$ cat src/rtl/cve2_sim_bus_arb_if.sv
// cve2_sim_bus_arb_if: host/device bus bundle for the simulation interconnect
// Host side : req/gnt handshake, packed per-host addr/we/be/wdata, rvalid/err one-hot, shared rdata
// Device side: one-hot req, shared addr/we/be/wdata, per-device rvalid/err, packed rdata
// Config    : packed per-device base address and mask used for decode
// Modports  : slave = interconnect, master = environment (hosts, devices, config)
interface cve2_sim_bus_arb_if #(
   parameter int NrHosts      = 3,
   parameter int NrDevices    = 2,
   parameter int DataWidth    = 32,
   parameter int AddressWidth = 32
);
   logic [NrHosts-1:0]                host_req;
   logic [NrHosts-1:0]                host_gnt;
   logic [NrHosts*AddressWidth-1:0]   host_addr;
   logic [NrHosts-1:0]                host_we;
   logic [NrHosts*DataWidth/8-1:0]    host_be;
   logic [NrHosts*DataWidth-1:0]      host_wdata;
   logic [NrHosts-1:0]                host_rvalid;
   logic [DataWidth-1:0]              host_rdata;
   logic [NrHosts-1:0]                host_err;
   logic [NrDevices-1:0]              device_req;
   logic [AddressWidth-1:0]           device_addr;
   logic                              device_we;
   logic [DataWidth/8-1:0]            device_be;
   logic [DataWidth-1:0]              device_wdata;
   logic [NrDevices-1:0]              device_rvalid;
   logic [NrDevices*DataWidth-1:0]    device_rdata;
   logic [NrDevices-1:0]              device_err;
   logic [NrDevices*AddressWidth-1:0] cfg_device_addr_base;
   logic [NrDevices*AddressWidth-1:0] cfg_device_addr_mask;

   modport slave (
      input  host_req, host_addr, host_we, host_be, host_wdata,
      input  device_rvalid, device_rdata, device_err,
      input  cfg_device_addr_base, cfg_device_addr_mask,
      output host_gnt, host_rvalid, host_rdata, host_err,
      output device_req, device_addr, device_we, device_be, device_wdata
   );

   modport master (
      output host_req, host_addr, host_we, host_be, host_wdata,
      output device_rvalid, device_rdata, device_err,
      output cfg_device_addr_base, cfg_device_addr_mask,
      input  host_gnt, host_rvalid, host_rdata, host_err,
      input  device_req, device_addr, device_we, device_be, device_wdata
   );
endinterface

$ cat src/rtl/cve2_sim_bus_arb.sv
// cve2_sim_bus_arb: N-host/M-device simulation interconnect with pipelined in-order responses
// clk_i : clock
// rst_i : synchronous active-high reset; clears the response FIFO and rr pointer, blocks grants
// bus   : slave side of cve2_sim_bus_arb_if (host handshake, device request/response, decode config)
// Grants are combinational in the request cycle; responses return to hosts in issue order.
// Unmapped addresses get an internal error response the first cycle their entry is at the head.
module cve2_sim_bus_arb #(
   parameter int NrHosts        = 3,
   parameter int NrDevices      = 2,
   parameter int DataWidth      = 32,
   parameter int AddressWidth   = 32,
   parameter int ArbMode        = 0,
   parameter int MaxOutstanding = 2
) (
   input logic               clk_i,
   input logic               rst_i,
   cve2_sim_bus_arb_if.slave bus
);
   localparam int HostW = NrHosts > 1 ? $clog2(NrHosts) : 1;
   localparam int DevW  = NrDevices > 1 ? $clog2(NrDevices) : 1;
   localparam int PtrW  = MaxOutstanding > 1 ? $clog2(MaxOutstanding) : 1;
   localparam int CntW  = $clog2(MaxOutstanding + 1);
   localparam int BeW   = DataWidth / 8;

   logic [HostW-1:0]        rr_ptr;
   logic [HostW-1:0]        win;
   logic                    win_valid;
   logic [AddressWidth-1:0] win_addr;
   logic [DevW-1:0]         tgt;
   logic                    tgt_map;
   logic                    issue;
   logic                    pop;
   logic [DevW-1:0]         last_dev;
   logic                    last_map;
   logic [HostW-1:0]        fifo_host [MaxOutstanding];
   logic [DevW-1:0]         fifo_dev [MaxOutstanding];
   logic                    fifo_map [MaxOutstanding];
   logic [PtrW-1:0]         wr_ptr;
   logic [PtrW-1:0]         rd_ptr;
   logic [CntW-1:0]         cnt;
   logic [HostW-1:0]        head_host;
   logic [DevW-1:0]         head_dev;
   logic                    head_map;
   logic [NrDevices-1:0]    rv_ok;

   // Candidate selection: scanning from the far end down lets the nearest requester win.
   // In round-robin mode the scan starts at rr_ptr and wraps.
   always_comb begin
      int h;
      h = 0;
      win = '0;
      win_valid = 1'b0;
      for (int i = NrHosts - 1; i >= 0; i--) begin
         h = ArbMode == 1 ? (int'(rr_ptr) + i) % NrHosts : i;
         if (bus.host_req[h]) begin
            win = HostW'(h);
            win_valid = 1'b1;
         end
      end
   end

   // Address decode of the candidate only; lowest matching device wins.
   always_comb begin
      win_addr = bus.host_addr[int'(win)*AddressWidth +: AddressWidth];
      tgt = '0;
      tgt_map = 1'b0;
      for (int d = NrDevices - 1; d >= 0; d--) begin
         if ((win_addr & bus.cfg_device_addr_mask[d*AddressWidth +: AddressWidth]) ==
             bus.cfg_device_addr_base[d*AddressWidth +: AddressWidth]) begin
            tgt = DevW'(d);
            tgt_map = 1'b1;
         end
      end
   end

   // Only one target may be in flight at a time so responses cannot overtake each other.
   // Unmapped entries store tgt = 0, so comparing {map, dev} treats UNMAPPED as its own target.
   always_comb begin
      head_host = fifo_host[rd_ptr];
      head_dev  = fifo_dev[rd_ptr];
      head_map  = fifo_map[rd_ptr];
      issue = win_valid && !rst_i && int'(cnt) < MaxOutstanding &&
              (cnt == '0 || {tgt_map, tgt} == {last_map, last_dev});
      pop = !rst_i && cnt != '0 && (head_map ? bus.device_rvalid[head_dev] : 1'b1);
   end

   always_comb begin
      bus.host_gnt = '0;
      bus.host_gnt[win] = issue;
      bus.device_req = '0;
      bus.device_req[tgt] = issue && tgt_map;
      bus.device_addr = win_addr;
      bus.device_we = bus.host_we[win];
      bus.device_be = bus.host_be[int'(win)*BeW +: BeW];
      bus.device_wdata = bus.host_wdata[int'(win)*DataWidth +: DataWidth];
   end

   always_comb begin
      bus.host_rvalid = '0;
      bus.host_rvalid[head_host] = pop;
      bus.host_err = '0;
      bus.host_err[head_host] = pop && (!head_map || bus.device_err[head_dev]);
      bus.host_rdata = pop && head_map ? bus.device_rdata[int'(head_dev)*DataWidth +: DataWidth] : '0;
   end

   always_ff @(posedge clk_i) begin
      if (rst_i) begin
         rr_ptr   <= '0;
         wr_ptr   <= '0;
         rd_ptr   <= '0;
         cnt      <= '0;
         last_dev <= '0;
         last_map <= 1'b0;
      end else begin
         if (issue) begin
            fifo_host[wr_ptr] <= win;
            fifo_dev[wr_ptr]  <= tgt;
            fifo_map[wr_ptr]  <= tgt_map;
            wr_ptr   <= wr_ptr == PtrW'(MaxOutstanding - 1) ? '0 : wr_ptr + PtrW'(1);
            last_dev <= tgt;
            last_map <= tgt_map;
            rr_ptr   <= win == HostW'(NrHosts - 1) ? '0 : win + HostW'(1);
         end
         if (pop) rd_ptr <= rd_ptr == PtrW'(MaxOutstanding - 1) ? '0 : rd_ptr + PtrW'(1);
         cnt <= cnt + CntW'(issue) - CntW'(pop);
      end
   end

   // A device may only answer when its request is the oldest outstanding one.
   always_comb begin
      rv_ok = '0;
      rv_ok[head_dev] = cnt != '0 && head_map;
   end

   a_rvalid_in_order: assert property (@(posedge clk_i) disable iff (rst_i)
      (bus.device_rvalid & ~rv_ok) == '0);
endmodule

$ cat src/flat_wrapper.sv
// flat-port wrapper written by rule: the top's interface ports become plain ports
module cve2_sim_bus_arb_flat 
#(
   parameter int NrHosts        = 3,
   parameter int NrDevices      = 2,
   parameter int DataWidth      = 32,
   parameter int AddressWidth   = 32,
   parameter int ArbMode        = 0,
   parameter int MaxOutstanding = 2
)
  (clk_i, rst_i, bus_host_req, bus_host_addr, bus_host_we, bus_host_be, bus_host_wdata, bus_device_rvalid, bus_device_rdata, bus_device_err, bus_cfg_device_addr_base, bus_cfg_device_addr_mask, bus_host_gnt, bus_host_rvalid, bus_host_rdata, bus_host_err, bus_device_req, bus_device_addr, bus_device_we, bus_device_be, bus_device_wdata);
  cve2_sim_bus_arb_if #(.NrHosts(NrHosts), .NrDevices(NrDevices), .DataWidth(DataWidth), .AddressWidth(AddressWidth)) bus_i ();
  input logic clk_i;
  input logic rst_i;
  input wire logic [$bits(bus_i.host_req)-1:0] bus_host_req;
  input wire logic [$bits(bus_i.host_addr)-1:0] bus_host_addr;
  input wire logic [$bits(bus_i.host_we)-1:0] bus_host_we;
  input wire logic [$bits(bus_i.host_be)-1:0] bus_host_be;
  input wire logic [$bits(bus_i.host_wdata)-1:0] bus_host_wdata;
  input wire logic [$bits(bus_i.device_rvalid)-1:0] bus_device_rvalid;
  input wire logic [$bits(bus_i.device_rdata)-1:0] bus_device_rdata;
  input wire logic [$bits(bus_i.device_err)-1:0] bus_device_err;
  input wire logic [$bits(bus_i.cfg_device_addr_base)-1:0] bus_cfg_device_addr_base;
  input wire logic [$bits(bus_i.cfg_device_addr_mask)-1:0] bus_cfg_device_addr_mask;
  output wire logic [$bits(bus_i.host_gnt)-1:0] bus_host_gnt;
  output wire logic [$bits(bus_i.host_rvalid)-1:0] bus_host_rvalid;
  output wire logic [$bits(bus_i.host_rdata)-1:0] bus_host_rdata;
  output wire logic [$bits(bus_i.host_err)-1:0] bus_host_err;
  output wire logic [$bits(bus_i.device_req)-1:0] bus_device_req;
  output wire logic [$bits(bus_i.device_addr)-1:0] bus_device_addr;
  output wire logic [$bits(bus_i.device_we)-1:0] bus_device_we;
  output wire logic [$bits(bus_i.device_be)-1:0] bus_device_be;
  output wire logic [$bits(bus_i.device_wdata)-1:0] bus_device_wdata;
  assign bus_i.host_req = bus_host_req;
  assign bus_i.host_addr = bus_host_addr;
  assign bus_i.host_we = bus_host_we;
  assign bus_i.host_be = bus_host_be;
  assign bus_i.host_wdata = bus_host_wdata;
  assign bus_i.device_rvalid = bus_device_rvalid;
  assign bus_i.device_rdata = bus_device_rdata;
  assign bus_i.device_err = bus_device_err;
  assign bus_i.cfg_device_addr_base = bus_cfg_device_addr_base;
  assign bus_i.cfg_device_addr_mask = bus_cfg_device_addr_mask;
  assign bus_host_gnt = bus_i.host_gnt;
  assign bus_host_rvalid = bus_i.host_rvalid;
  assign bus_host_rdata = bus_i.host_rdata;
  assign bus_host_err = bus_i.host_err;
  assign bus_device_req = bus_i.device_req;
  assign bus_device_addr = bus_i.device_addr;
  assign bus_device_we = bus_i.device_we;
  assign bus_device_be = bus_i.device_be;
  assign bus_device_wdata = bus_i.device_wdata;
  cve2_sim_bus_arb #(.NrHosts(NrHosts), .NrDevices(NrDevices), .DataWidth(DataWidth), .AddressWidth(AddressWidth), .ArbMode(ArbMode), .MaxOutstanding(MaxOutstanding)) u_core (.clk_i(clk_i), .rst_i(rst_i), .bus(bus_i));
endmodule
$ cat config.mk
export PLATFORM = sky130hd
export DESIGN_NAME = cve2_sim_bus_arb_flat
export DESIGN_NICKNAME = d
export VERILOG_FILES = /design/src/rtl/cve2_sim_bus_arb_if.sv /design/src/rtl/cve2_sim_bus_arb.sv /design/src/flat_wrapper.sv
export SDC_FILE = /design/constraint.sdc
export NUM_CORES = 1
export LEC_CHECK = 0
export BUFFER_PORTS_ARGS = -buffer_cell sky130_fd_sc_hd__buf_2
export CORE_AREA = 2 2 202 204
export DETAILED_ROUTE_END_ITERATION = 10
export DIE_AREA = 0 0 204 206
export PLACE_DENSITY_LB_ADDON = 0.25
export SLEW_MARGIN = 20
export SYNTH_ARGS = -nofsm -noshare
export SYNTH_HDL_FRONTEND = slang
export SYNTH_SLANG_ARGS = --single-unit
$ cat constraint.sdc
create_clock -name clk_i -period 7.34 [get_ports clk_i]
set_clock_uncertainty 0.1 [all_clocks]
set_input_delay 0.367 -clock clk_i [delete_from_list [all_inputs] [get_ports clk_i]]
set_output_delay 0.367 -clock clk_i [all_outputs]
set_load 0.1 [all_outputs]
# Yosys cells after proc, flatten, opt, wreduce, memory -nomap -nowiden
# Memories as Yosys holds them, arrays and structs flattened. A register that Yosys moved wholly into a read port is not among the register bits.
# Cells that the tools add are included.
[word_totals]
ff_bits = 6
inputBits = 408
out_inout_bits = 112
n_memories = 3
ramBits = 8
[memory_table]
columns = ["memory", "words", "width", "rd", "rd_clocked_by_memory_dff", "wr", "line_no", "source"]
rows = [
  ["u_core.fifo_host", 2, 2, 1, 1, 1, "cve2_sim_bus_arb.sv:35", "logic [HostW-1:0] fifo_host [MaxOutstanding];"],
  ["u_core.fifo_dev", 2, 1, 1, 1, 1, "cve2_sim_bus_arb.sv:36", "logic [DevW-1:0] fifo_dev [MaxOutstanding];"],
  ["u_core.fifo_map", 2, 1, 1, 1, 1, "cve2_sim_bus_arb.sv:37", "logic fifo_map [MaxOutstanding];"],
]
[op_classes]
n_eq_ne = 3
bitwise = 6
n_addsub = 4
n_lt_le_gt_ge = 8
mux = 34
shifts = 4
n_reduce_logical = 17
[ops]
columns = ["op", "count"]
rows = [
  ["$shiftx 96x8->32", 2],
  ["$and 32x32->32", 2],
  ["$eq 32x32->1", 2],
  ["$shiftx 64x7->32", 1],
  ["$mux 32", 1],
  ["$mux 1", 26],
  ["$shiftx 12x5->4", 1],
  ["$logic_and 1x1->1", 11],
  ["$and 3x3->3", 3],
  ["$lt 2x3->1 const B", 2],
  ["$mux 2", 3],
  ["$demux 1 s2", 2],
  ["$ge 2x1->1 const B", 2],
  ["$lt 1x2->1 const B", 2],
  ["$add 1x1->1 const B", 2],
  ["$add 2x1->2", 1],
  ["$and 2x2->2", 1],
  ["$bmux 1 s2", 1],
  ["$eq 2x2->1", 1],
  ["$logic_not 1->1", 2],
  ["$logic_not 2->1", 1],
  ["$logic_or 1x1->1", 2],
  ["$lt 2x2->1 const B", 1],
  ["$reduce_bool 2->1", 1],
  ["3 further kinds", 3],
]

# Longest topological paths before layout
# Gate-level depths: netlist (run 1).
[logic_depth]
word_depth = 14
depth_mapped = 16
depth_no_buf = 13

# Worst setup path before layout (run 1)
# No wires, ideal clock.
[synth_path]
kind = "in2out"
start = "input bus_host_req[1]"
end = "output bus_host_gnt[0]"
t_required_ns = 6.873
setup_slack_ns = 1.792
path_stages = 11
arrival_time_ns = 5.081
cell_sequence = "buf_6 buf_2 nor4b_1 nor4_2 and3_1 o211ai_1 nor4_2 nand4_4 o2bb2ai_2 nor3_4 nor2_1"
[synth_between]
elab_chain_len = 11
word_cells_on_any_way = 23
cone_classes = "order compare: 2; eq/ne: 3; shift: 1; mux: 9; bitwise: 3; reduce/logical: 5"
[synth_lines]
columns = ["item", "line_no", "source"]
rows = [
  ["start, declared", "flat_wrapper.sv:15", "input wire logic [$bits(bus_i.host_req)-1:0] bus_host_req;"],
  ["$mux 2 * (2 in series)", "cve2_sim_bus_arb.sv:55", "if (bus.host_req[h]) begin"],
  ["$shiftx 96x8->32 *", "cve2_sim_bus_arb.sv:64", "win_addr = bus.host_addr[int'(win)*AddressWidth +: AddressWidth];"],
  ["net bus_device_addr[25]", "flat_wrapper.sv:30", "output wire logic [$bits(bus_i.device_addr)-1:0] bus_device_addr;"],
  ["$and 32x32->32", "cve2_sim_bus_arb.sv:68", "if ((win_addr & bus.cfg_device_addr_mask[d*AddressWidth +: AddressWidth]) =="],
  ["$eq 32x32->1", "cve2_sim_bus_arb.sv:68", ""],
  ["$mux 1 (2 in series)", "cve2_sim_bus_arb.sv:68", ""],
  ["$eq 2x2->1 *", "cve2_sim_bus_arb.sv:83", "(cnt == '0 || {tgt_map, tgt} == {last_map, last_dev});"],
  ["$logic_or 1x1->1 *", "cve2_sim_bus_arb.sv:83", ""],
  ["$logic_and 1x1->1 *", "cve2_sim_bus_arb.sv:82", "issue = win_valid && !rst_i && int'(cnt) < MaxOutstanding &&"],
  ["$and 3x3->3 (no source line) *", "n/a", ""],
  ["end, declared", "flat_wrapper.sv:25", "output wire logic [$bits(bus_i.host_gnt)-1:0] bus_host_gnt;"],
]
# The timed path passes the listed nets; every way through them passes the cells marked *.

# Worst setup path after layout (run 1)
[layout_path]
start = "input bus_host_req[0]"
end = "output bus_host_gnt[2]"
[layout_between]
elab_chain_len = 10
word_cells_on_any_way = 21
cone_classes = "order compare: 2; eq/ne: 3; shift: 1; mux: 7; bitwise: 3; reduce/logical: 5"
[layout_lines]
columns = ["item", "line_no"]
rows = [
  ["$mux 2", "cve2_sim_bus_arb.sv:55"],
  ["$shiftx 96x8->32", "cve2_sim_bus_arb.sv:64"],
  ["$and 32x32->32", "cve2_sim_bus_arb.sv:68"],
  ["$eq 32x32->1", "cve2_sim_bus_arb.sv:68"],
  ["$mux 1 (2 in series)", "cve2_sim_bus_arb.sv:68"],
  ["$eq 2x2->1", "cve2_sim_bus_arb.sv:83"],
  ["$logic_or 1x1->1", "cve2_sim_bus_arb.sv:83"],
  ["$logic_and 1x1->1", "cve2_sim_bus_arb.sv:82"],
  ["$and 3x3->3 (no source line) *", "n/a"],
]
# Every way passes the cells marked *; elsewhere a longest branch is shown, timed or not.

==> results.toml, run 1 <==
[sta]
drv_slew = 0
rsz0062_at_grt = "no"
fmax_mhz = 193
setup_viol = 0
finalCritPeriodShare_pct = 70.5
hold_violations = 0
tightest_slew_ps = 1040
relSlewSlack_pct = 30.7
tns_ps = 0
min_period_ps = 5180
whs_ps = 334

[yosys]
synth_nets = 1150
netlist_area_um2 = 5150
synthCells = 741
synth.most_common_cell = "a21oi_1"
synth.top_cell.area_share_pct = 11.6
yosysUniqueCellTypes = 46
synth_edf_count = 8
yosys-top-cells-area = "a21oi_1 (12%), nor4_4 (9.5%), nor2b_1 (8.7%), and3_1 (6.2%), nor4b_2 (5.5%)"
ys_async_sr_fraction_pct = 0
yosys_warnings = 0
synthTopCellsByCount = "a21oi_1 (119), nor2b_1 (72), nand2_1 (71)"
synth_flop_cell = "edfxtp_1"
synth.yosys.seq_area_share_pct = 7.39
synth_top_cell_by_area = "a21oi_1"
synth-seq-cells = 15
syn_avg_cell_area_um2 = 6.95

[power]
ir_drop_uv = 83.2
power_leakage_nw = 3.89
power_density_nw_per_um2 = 160

[worst_setup_path]
crit_required_ps = 6870
end_kind = "output pin"
worstPathBufferInverterCount = 3
r2r_end = "u_core.cnt[1]"
slowest_stage = "nor4_1"
r2r_slack_ps = 4780
worstPathArrival_ps = 4710
crit_start = "bus_host_req[0]"
worstSetupPathDepth = 12
crit_family = "simple AND/OR/NAND/NOR gates"
endpoint = "bus_host_gnt[2]"
slowest_delay_ps = 810
start_kind = "primary input"
path_cells = "buf_4, buf_4, nor4b_2, nor4_4, and3_1, o22ai_1, nor4_1, nand4_1, nand3_1, nand3_1, and2_1, buf_2"
reg2reg_depth = 9
path_max_fanout = 77
critPathKind = "primary input to output pin"

[global_routing]
grt_pass1_wl_um = 39900
overflow = 0
grt_pass1_vias = 6737
grt_max_degree = 78
grt_use_total_pct = 12.2
antenna_found_initial = 9

[clocking]
cts_setup_buffers = 0
cts_resized = 0
cts_hold_buf = 0
htree_levels = 1
clock_latency_ps = 240
clk_pin_slew_worst_paths_ps = 50
cts.sinks = 15
cts_max_path_buffers = 2
clock-root-buffer = "clkbuf_16"
cts_buffers = 3
cts_tree = "built"

[routing]
vias = 7543
dr.pass1.iters = 5
wl_um = 28500
avgRoutedWirePerCell_um = 16.3
drc_errors = 0
drtAntennaViolNets = 0
viasPerCell = 4.32
drtIter0Drc = 469

[final_layout]
nNetsFinal = 1621
fin_util_pct = 20.6
post-route-cell-area_um2 = 8270
syn_to_final_growth_pct = 60.6
layout-drive-gt1-share_pct = 49.0

[run]
drv_cap = 0

[die]
fp.coreArea_um2 = 40200
initial_utilization_pct = 12.8
rows = 74
io_pins = 520
die_h_um = 206
die_area_um2 = 42000
die_x_um = 204

[status]
status = "finished, final reports clean"

[place]
routabilityCongestion = 0.870
hpwl_um = 24400
portBuffers = 519
placed_cell_area_um2 = 8170

[min_path]
hold_start = "rst_i"
hold_path_class = "primary input to register"
## cell families (layout without fill, tap and decap cells)
kind of cell               Yosys count  after routing  synth area share, %
xor gates and xnor gates             3              3                0.510
DFF                                 15             15                 7.39
adders and majority gates            1              1                0.243
muxes                                6              6                 1.22
buffers and inverters               87            557                 8.02
and+or+nand+nor                    382            382                 54.9
other                                0              5                    0
AOI/OAI and AO/OA                  247            247                 27.7
## metal layers
| layer | track usage (%) | up-vias | wire (um) |
|---|---|---|---|
| met5 | 0 | - | 40 |
| met4 | 1.79 | 6 | 356 |
| met3 | 2.98 | 28 | 2400 |
| met2 | 22.0 | 339 | 14400 |
| met1 | 14.7 | 3427 | 11300 |
| li1 | - | 3743 | - |
## power by group
group          internal (W)  total [W]  switching [W]
registers          0.000113   0.000127      0.0000140
logic              0.000281    0.00110       0.000814
clock network     0.0000726   0.000104      0.0000315
## flip-flops by register name, summed over array words and instances, names as in the netlist, named ones only
name              flops
u_core.cnt            2
u_core.fifo_dev       2
u_core.fifo_host      4
u_core.fifo_map       2
u_core.last_dev       1
u_core.last_map       1
u_core.rd_ptr         1
u_core.wr_ptr         1
## cell usage in the layout, fill, tap and decap left out, types with 8 or more instances in the layout
cell type  netlist  routed
and3_1          51      51
o21ai_1         13      13
nor4b_1         13      13
nor3b_1         35      35
buf_4            6      10
nand2_1         71      71
o211ai_1        16      16
inv_1           27      27
or3_1           16      16
o21ai_0         40      40
nor4_4          23      23
a21oi_1        119     119
nor3_1          34      34
nor2b_1         72      70
buf_2           15     516
nor2_1          10      10
a22oi_1         37      37
edfxtp_1         8       8
nor4b_2         19      19
o22ai_1         16      16
## cell type report
class                      instances  area (um^2)
tap                              532          666
inverter                          27          101
antenna                            5         12.5
timing repair buffer             526         2660
clock buffer                       3         75.1
fill                            4599        31900
multi-input combinational        639         4370
clock inverter                     1         5.00
sequential                        15          380
## metrics by stage
stage	std cells	setup slack [ps]	power, W
6_report	1748	2160	0.00133
5_1_grt	1746	1820	0.00141
3_5_place_dp	1739	2200	0.00123
2_1_floorplan	741	1790	0.000953
3_3_place_gp	1739	2250	0.00123
4_1_cts	1743	2190	0.00134
## how the worst min path moves through the flow
stage,slack (ps),depth (start not counted),endpoint
global placement,390,2,u_core.wr_ptr
floorplan,360,2,u_core.wr_ptr
detailed placement,390,2,u_core.wr_ptr
CTS,330,2,u_core.last_dev
global route,340,2,u_core.wr_ptr
finish,330,2,u_core.wr_ptr
Power figures use the tool's default switching activity.
==> run 2: changes to the inputs <==
--- a/config.mk
+++ b/config.mk
@@ -5,10 +5,11 @@
 export SDC_FILE = /design/constraint.sdc
 export NUM_CORES = 1
 export LEC_CHECK = 0
+export ABC_AREA = 1
 export BUFFER_PORTS_ARGS = -buffer_cell sky130_fd_sc_hd__buf_2
-export CORE_AREA = 2 2 202 204
+export CORE_AREA = 2 2 201 203
 export DETAILED_ROUTE_END_ITERATION = 10
-export DIE_AREA = 0 0 204 206
+export DIE_AREA = 0 0 203 205
 export PLACE_DENSITY_LB_ADDON = 0.25
 export SLEW_MARGIN = 20
 export SYNTH_ARGS = -nofsm -noshare
==> constraint.sdc (replaced) <==
create_clock -name clk_i -period 5.25 [get_ports clk_i]
set_clock_uncertainty 0.1 [all_clocks]
set_input_delay 0.2625 -clock clk_i [delete_from_list [all_inputs] [get_ports clk_i]]
set_output_delay 0.2625 -clock clk_i [all_outputs]
set_load 0.1 [all_outputs]
==> results.toml, run 2 <==
[status]
status = "finished, final reports clean"

[worst_setup_path]
cpMostUsedCell = "nand2_1"
worstPathArrival_ps = 3900
slowest_stage = "inv_4"
start_kind = "primary input"
path_max_fanout = 34
worstPathBufferInverterCount = 4
crit_family = "simple AND/OR/NAND/NOR gates"
slowest_delay_ps = 610
crit_required_ps = 4890
end_kind = "output pin"
critPathKind = "primary input to output pin"
path_cells = "buf_2, inv_4, nand3_4, inv_4, nand2_1, nand3_1, nand2_1, nand2_1, nand2_1, nor2_1, nand2_1, nor2_1, nand2_2, nand2_2, nand2_1, nand2_1, nand2_1, nand2_2, nand2_2, nor2_1, buf_12"

[die]
initial_utilization_pct = 12.6
io_pins = 520
fp.coreArea_um2 = 39400
die_x_um = 203
die_h_um = 205
rows = 73
die_area_um2 = 41600

[final_layout]
largest_reg_flops = 4
instances_no_fill = 2003
layout-drive-gt1-share_pct = 39.6
final_common_cell = "buf_2"
nNetsFinal = 1882
fillers = 4608
regMostFlops = "u_core.fifo_host"
syn_to_final_growth_pct = 65.4
final_cell_mix = "buf_2 (514), nand2_1 (376), nand3_1 (169)"

[yosys]
yosys.area_share.simple_pct = 71.5
synth_top_family_by_area = "simple AND/OR/NAND/NOR gates"
synth_xor_area_share_pct = 0.705
synth_fa_ha_area_share_pct = 0.252
synth-compound-area-share_pct = 5.66
synthMuxAreaShare_pct = 0.201
synthTopCellsByCount = "nand2_1 (377), nand3_1 (169), inv_1 (120)"
yosysUniqueCellTypes = 32
synth.top_cell.area_share_pct = 28.5
netlist_area_um2 = 4970
synth_edf_count = 8
syn_avg_cell_area_um2 = 5.06
ys_async_sr_fraction_pct = 0
synth.yosys.seq_area_share_pct = 7.65
yosys-top-cells-area = "nand2_1 (28%), nand3_1 (17%), inv_1 (9.1%), nand4_1 (8.1%), edfxtp_1 (4.8%)"
synth_flop_cell = "edfxtp_1"
synth.most_common_cell = "nand2_1"
synth_top_cell_by_area = "nand2_1"
synthCells = 982
synth-seq-cells = 15
yosys_warnings = 0
synth_nets = 1391

[global_routing]
antenna_found_initial = 9
grt_max_degree = 71
overflow = 0
grt_use_total_pct = 13.7
grt_pass1_vias = 7746
grt_pass1_wl_um = 43800

[sta]
drv_slew = 0
fmax_mhz = 235
whs_ps = 211
hold_violations = 0
tns_ps = 0
tightest_slew_ps = 895
relSlewSlack_pct = 40.4
min_period_ps = 4260
setup_viol = 0
finalCritPeriodShare_pct = 81.2
rsz0062_at_grt = "no"

[clocking]
clock_latency_ps = 250
clock-root-buffer = "clkbuf_16"
cts_setup_buffers = 0
htree_levels = 1
clk_pin_slew_worst_paths_ps = 50
cts_buffers = 3
cts_hold_buf = 0
cts_resized = 0
cts.sinks = 15
cts_max_path_buffers = 2
cts_tree = "built"

[routing]
viasPerCell = 4.05
wl_um = 30900
dr.pass1.iters = 6
drc_errors = 0
vias = 8108
drtIter0Drc = 448
avgRoutedWirePerCell_um = 15.4
drtAntennaViolNets = 0

[run]
drv_cap = 0

[place]
hpwl_um = 26600
routabilityCongestion = 0.888
portBuffers = 519
place_inst = 1993

[power]
power_leakage_nw = 4.94
power_density_nw_per_um2 = 220
ir_drop_uv = 88.2

[min_path]
hold_path_class = "primary input to register"
run 2: cell types whose count changed after synthesis, moves of 23 or more:
cell,before,now
inv_1,27,120
nor3_1,34,0
nand2_1,71,377
nor2b_1,72,0
a21oi_1,119,37
and3_1,51,0
and2_1,6,31
nand4_1,4,64
nand3_1,4,169
nor4_4,23,0
o21ai_0,40,1
a22oi_1,37,11
nor2_1,10,48
nor3b_1,35,0
run 2: worst reg2reg max path: stages, from the launching register on:
cell and delay, ps:
dfxtp_1 400, inv_1 90, or2_2 270, nand2_1 510, clkinv_1 190, nand2_1 90
nand3_1 90, nand2_1 250, xor2_1 190, ha_1 180, xor2_1 180, nand3_1 90
nand2_1 80, nor2_1 40
run 2: through the flow:
stage               utilization [%]  setup slack, ps  power (W)  instance area (um^2)
finish                         20.9              988    0.00181                  8220
global route                   20.9              480    0.00193                  8220
CTS                            20.8              820    0.00183                  8200
detailed placement             20.6              774    0.00168                  8120
global placement               20.6              767    0.00167                  8120
floorplan                         -             1130    0.00126                  4970
run 2: logic make-up (layout without fill, tap and decap cells):
family	Yosys count	count (layout)
adders and majority gates	1	1
xor gates and xnor gates	4	4
other	0	6
muxes	1	1
AOI/OAI and AO/OA	50	50
DFF	15	15
and+or+nand+nor	747	747
buffers and inverters	164	654
run 2: final cells by class:
| cell class | count | area (um^2) | area share, % |
|---|---|---|---|
| Antenna cell | 6 | 15.0 | 0.183 |
| Multi-Input combinational cell | 803 | 3890 | 47.4 |
| Inverter | 124 | 470 | 5.72 |
| Tap cell | 525 | 657 | 7.99 |
| Clock buffer | 4 | 78.8 | 0.959 |
| Sequential cell | 15 | 380 | 4.63 |
| Timing Repair Buffer | 526 | 2730 | 33.2 |
run 2: report_power, final:
part	internal (W)	total, W	switching, W
registers	0.000148	0.000163	0.0000146
logic	0.000348	0.00150	0.00115
clock network	0.000103	0.000147	0.0000446
total	0.000599	0.00181	0.00121
run 2: worst paths after layout:
path / cells after the start / end / start / slack [ps]
hold / removal: 2 / u_core.cnt[0] / rst_i / 210
setup / recovery: 21 / bus_device_req[0] / bus_host_req[0] / 990
setup reg to reg: 13 / u_core.cnt[1] / register / 2390
hold reg to reg: 2 / u_core.last_map / u_core.last_map / 380
run 2: layer usage:
| metal | track usage [%] | part of all wire, % | wire length [um] |
|---|---|---|---|
| met1 | 16.6 | 42 | 12900 |
| met2 | 25.2 | 50 | 15500 |
| met3 | 2.12 | 6.5 | 2010 |
| met4 | 3.13 | 1.6 | 494 |
| met5 | 0 | 0.094 | 29 |
==> run 3: changes to the inputs <==
--- a/config.mk
+++ b/config.mk
@@ -5,11 +5,11 @@
 export SDC_FILE = /design/constraint.sdc
 export NUM_CORES = 1
 export LEC_CHECK = 0
-export ABC_AREA = 1
+export ABC_AREA = 0
 export BUFFER_PORTS_ARGS = -buffer_cell sky130_fd_sc_hd__buf_2
-export CORE_AREA = 2 2 201 203
+export CORE_AREA = 2 2 204 206
 export DETAILED_ROUTE_END_ITERATION = 10
-export DIE_AREA = 0 0 203 205
+export DIE_AREA = 0 0 206 208
 export PLACE_DENSITY_LB_ADDON = 0.25
 export SLEW_MARGIN = 20
 export SYNTH_ARGS = -nofsm -noshare
==> constraint.sdc (replaced) <==
create_clock -name clk_i -period 4.1 [get_ports clk_i]
set_clock_uncertainty 0.1 [all_clocks]
set_input_delay 0.205 -clock clk_i [delete_from_list [all_inputs] [get_ports clk_i]]
set_output_delay 0.205 -clock clk_i [all_outputs]
set_load 0.1 [all_outputs]
==> results.toml, run 3 (synthesized netlist as in run 1, its figures left out) <==
[sta]
setup_viol = 0
drv_slew = 0
rsz0062_at_grt = "no"
fmax_mhz = 268
finalCritPeriodShare_pct = 91.1
relSlewSlack_pct = 58.9
tightest_slew_ps = 616
min_period_ps = 3730
hold_violations = 0

[final_layout]
final_common_cell = "buf_2"
regMostFlops = "u_core.fifo_host"
fillers = 4673
largest_reg_flops = 4
final_cell_mix = "buf_2 (510), a21oi_1 (119), nand2_1 (71)"
syn_to_final_growth_pct = 69.0
layout-drive-gt1-share_pct = 50.8
instances_no_fill = 1777
nNetsFinal = 1651
fin_util_pct = 21.5

[die]
die_h_um = 208
fp.coreArea_um2 = 40600
io_pins = 520
rows = 74
initial_utilization_pct = 12.7
die_area_um2 = 42800
die_x_um = 206

[place]
portBuffers = 519
routabilityCongestion = 0.850
place_inst = 1769
hpwl_um = 25300

[global_routing]
grt_pass1_wl_um = 41200
overflow = 0
antenna_found_initial = 5
grt_pass1_vias = 7138
grt_max_degree = 56
grt_use_total_pct = 12.3

[worst_setup_path]
r2r_slack_ps = 1430
end_kind = "output pin"
slowest_delay_ps = 430
r2r_end = "u_core.cnt[1]"
cpMostUsedCell = "buf_4"
path_max_fanout = 55
critPathKind = "primary input to output pin"
worstPathArrival_ps = 3430
path_cells = "buf_6, buf_4, nor4b_2, nor4_4, and3_1, o22ai_1, nor4_2, buf_4, and4_1, and3_1, nor3_4, buf_4, nor2_4, buf_2"
slowest_stage = "buf_2"
reg2reg_depth = 9
crit_required_ps = 3800
start_kind = "primary input"

[clocking]
htree_levels = 1
cts_hold_buf = 0
cts.sinks = 15
cts_setup_buffers = 0
clock-root-buffer = "clkbuf_16"
clk_pin_slew_worst_paths_ps = 40
clock_latency_ps = 240
cts_tree = "built"
cts_buffers = 3
cts_max_path_buffers = 2

[min_path]
hold_start = "rst_i"
hold_depth = 2
hold_path_class = "primary input to register"

[power]
switching_share_pct = 63.5
power_density_nw_per_um2 = 281
comb_power_share_pct = 83.2
power_leakage_nw = 4.09
power_frac_seq_pct = 9.2
ir_drop_uv = 115
p_int_w = 0.000891
clock_power_share_pct = 7.5
power_switching_w = 0.00155

[routing]
avgRoutedWirePerCell_um = 16.3
wl_um = 29000
vias = 7597
drc_errors = 0
viasPerCell = 4.28
dr.pass1.iters = 5
drtAntennaViolNets = 0
drtIter0Drc = 397

[run]
drv_cap = 0

[status]
status = "finished, final reports clean"
run 3: changes by cell type in the layout (fill, tap and decap cells not counted), moves of 40 or more:
cell,change
a21oi_1,+82
nand3_1,-165
inv_1,-93
nand4_1,-60
nor2b_1,+70
nand2_1,-305
and3_1,+51
nor2_1,-40
run 3: area by class of cell:
class	instances	area [um^2]	area share, %
multi-input combinational	639	4450	51.1
inverter	27	101	1.16
antenna	4	10.0	0.115
sequential	15	380	4.37
tap	532	666	7.65
clock buffer	4	78.8	0.906
timing repair buffer	556	3020	34.7
run 3: layer usage:
layer / GRT usage [%] / share of wire, %
met2: 23.3 / 52
met3: 2.04 / 7.4
met5: 0 / 0.055
met1: 14.4 / 39
met4: 2.19 / 1.4
run 3: per-stage QoR:
step           setup slack, ps  cell area, um^2  TNS, ps  total power, W  hold WS, ps
2_1_floorplan             -182             5200     -468         0.00172          359
3_3_place_gp              -161             8580     -282         0.00226          381
3_5_place_dp              -139             8580     -334         0.00227          384
4_1_cts                   63.6             8670        0         0.00246          181
5_1_grt                   60.6             8700        0         0.00259          183
6_report                   366             8700        0         0.00244          186
run 3: power by group through the flow:
stage / combinational, W / clock, W / sequential, W
final: 0.00203 / 0.000184 / 0.000226
after global routing: 0.00216 / 0.000198 / 0.000231
after CTS: 0.00205 / 0.000190 / 0.000226
after detailed placement: 0.00204 / 0 / 0.000229
after global placement: 0.00203 / 0 / 0.000228
after floorplan: 0.00150 / 0 / 0.000217
run 3: worst max path at each step:
| stage | startpoint | to | slack (ps) | depth (start not counted) |
|---|---|---|---|---|
| 3_3_place_gp | bus_host_req[0] | u_core.cnt[1] | -160 | 16 |
| 3_5_place_dp | bus_host_req[0] | u_core.cnt[1] | -140 | 15 |
| 2_1_floorplan | register | bus_host_err[0] | -180 | 7 |
| 4_1_cts | bus_host_req[0] | bus_host_gnt[0] | 60 | 14 |
| 6_report | bus_host_req[0] | bus_host_gnt[0] | 370 | 14 |
| 5_1_grt | bus_host_req[0] | bus_device_req[1] | 60 | 14 |
run 3: what timing repair did:
item	in CTS	in global routing
resized for setup	2	4
cloned	0	0
endpoints found under the setup margin	3	6
run 3: worst max-delay path: cells and delay by family:
family,cells,cell delay (ps)
buf+inv,5,1450
simple gates,8,1670
compound gates,1,90
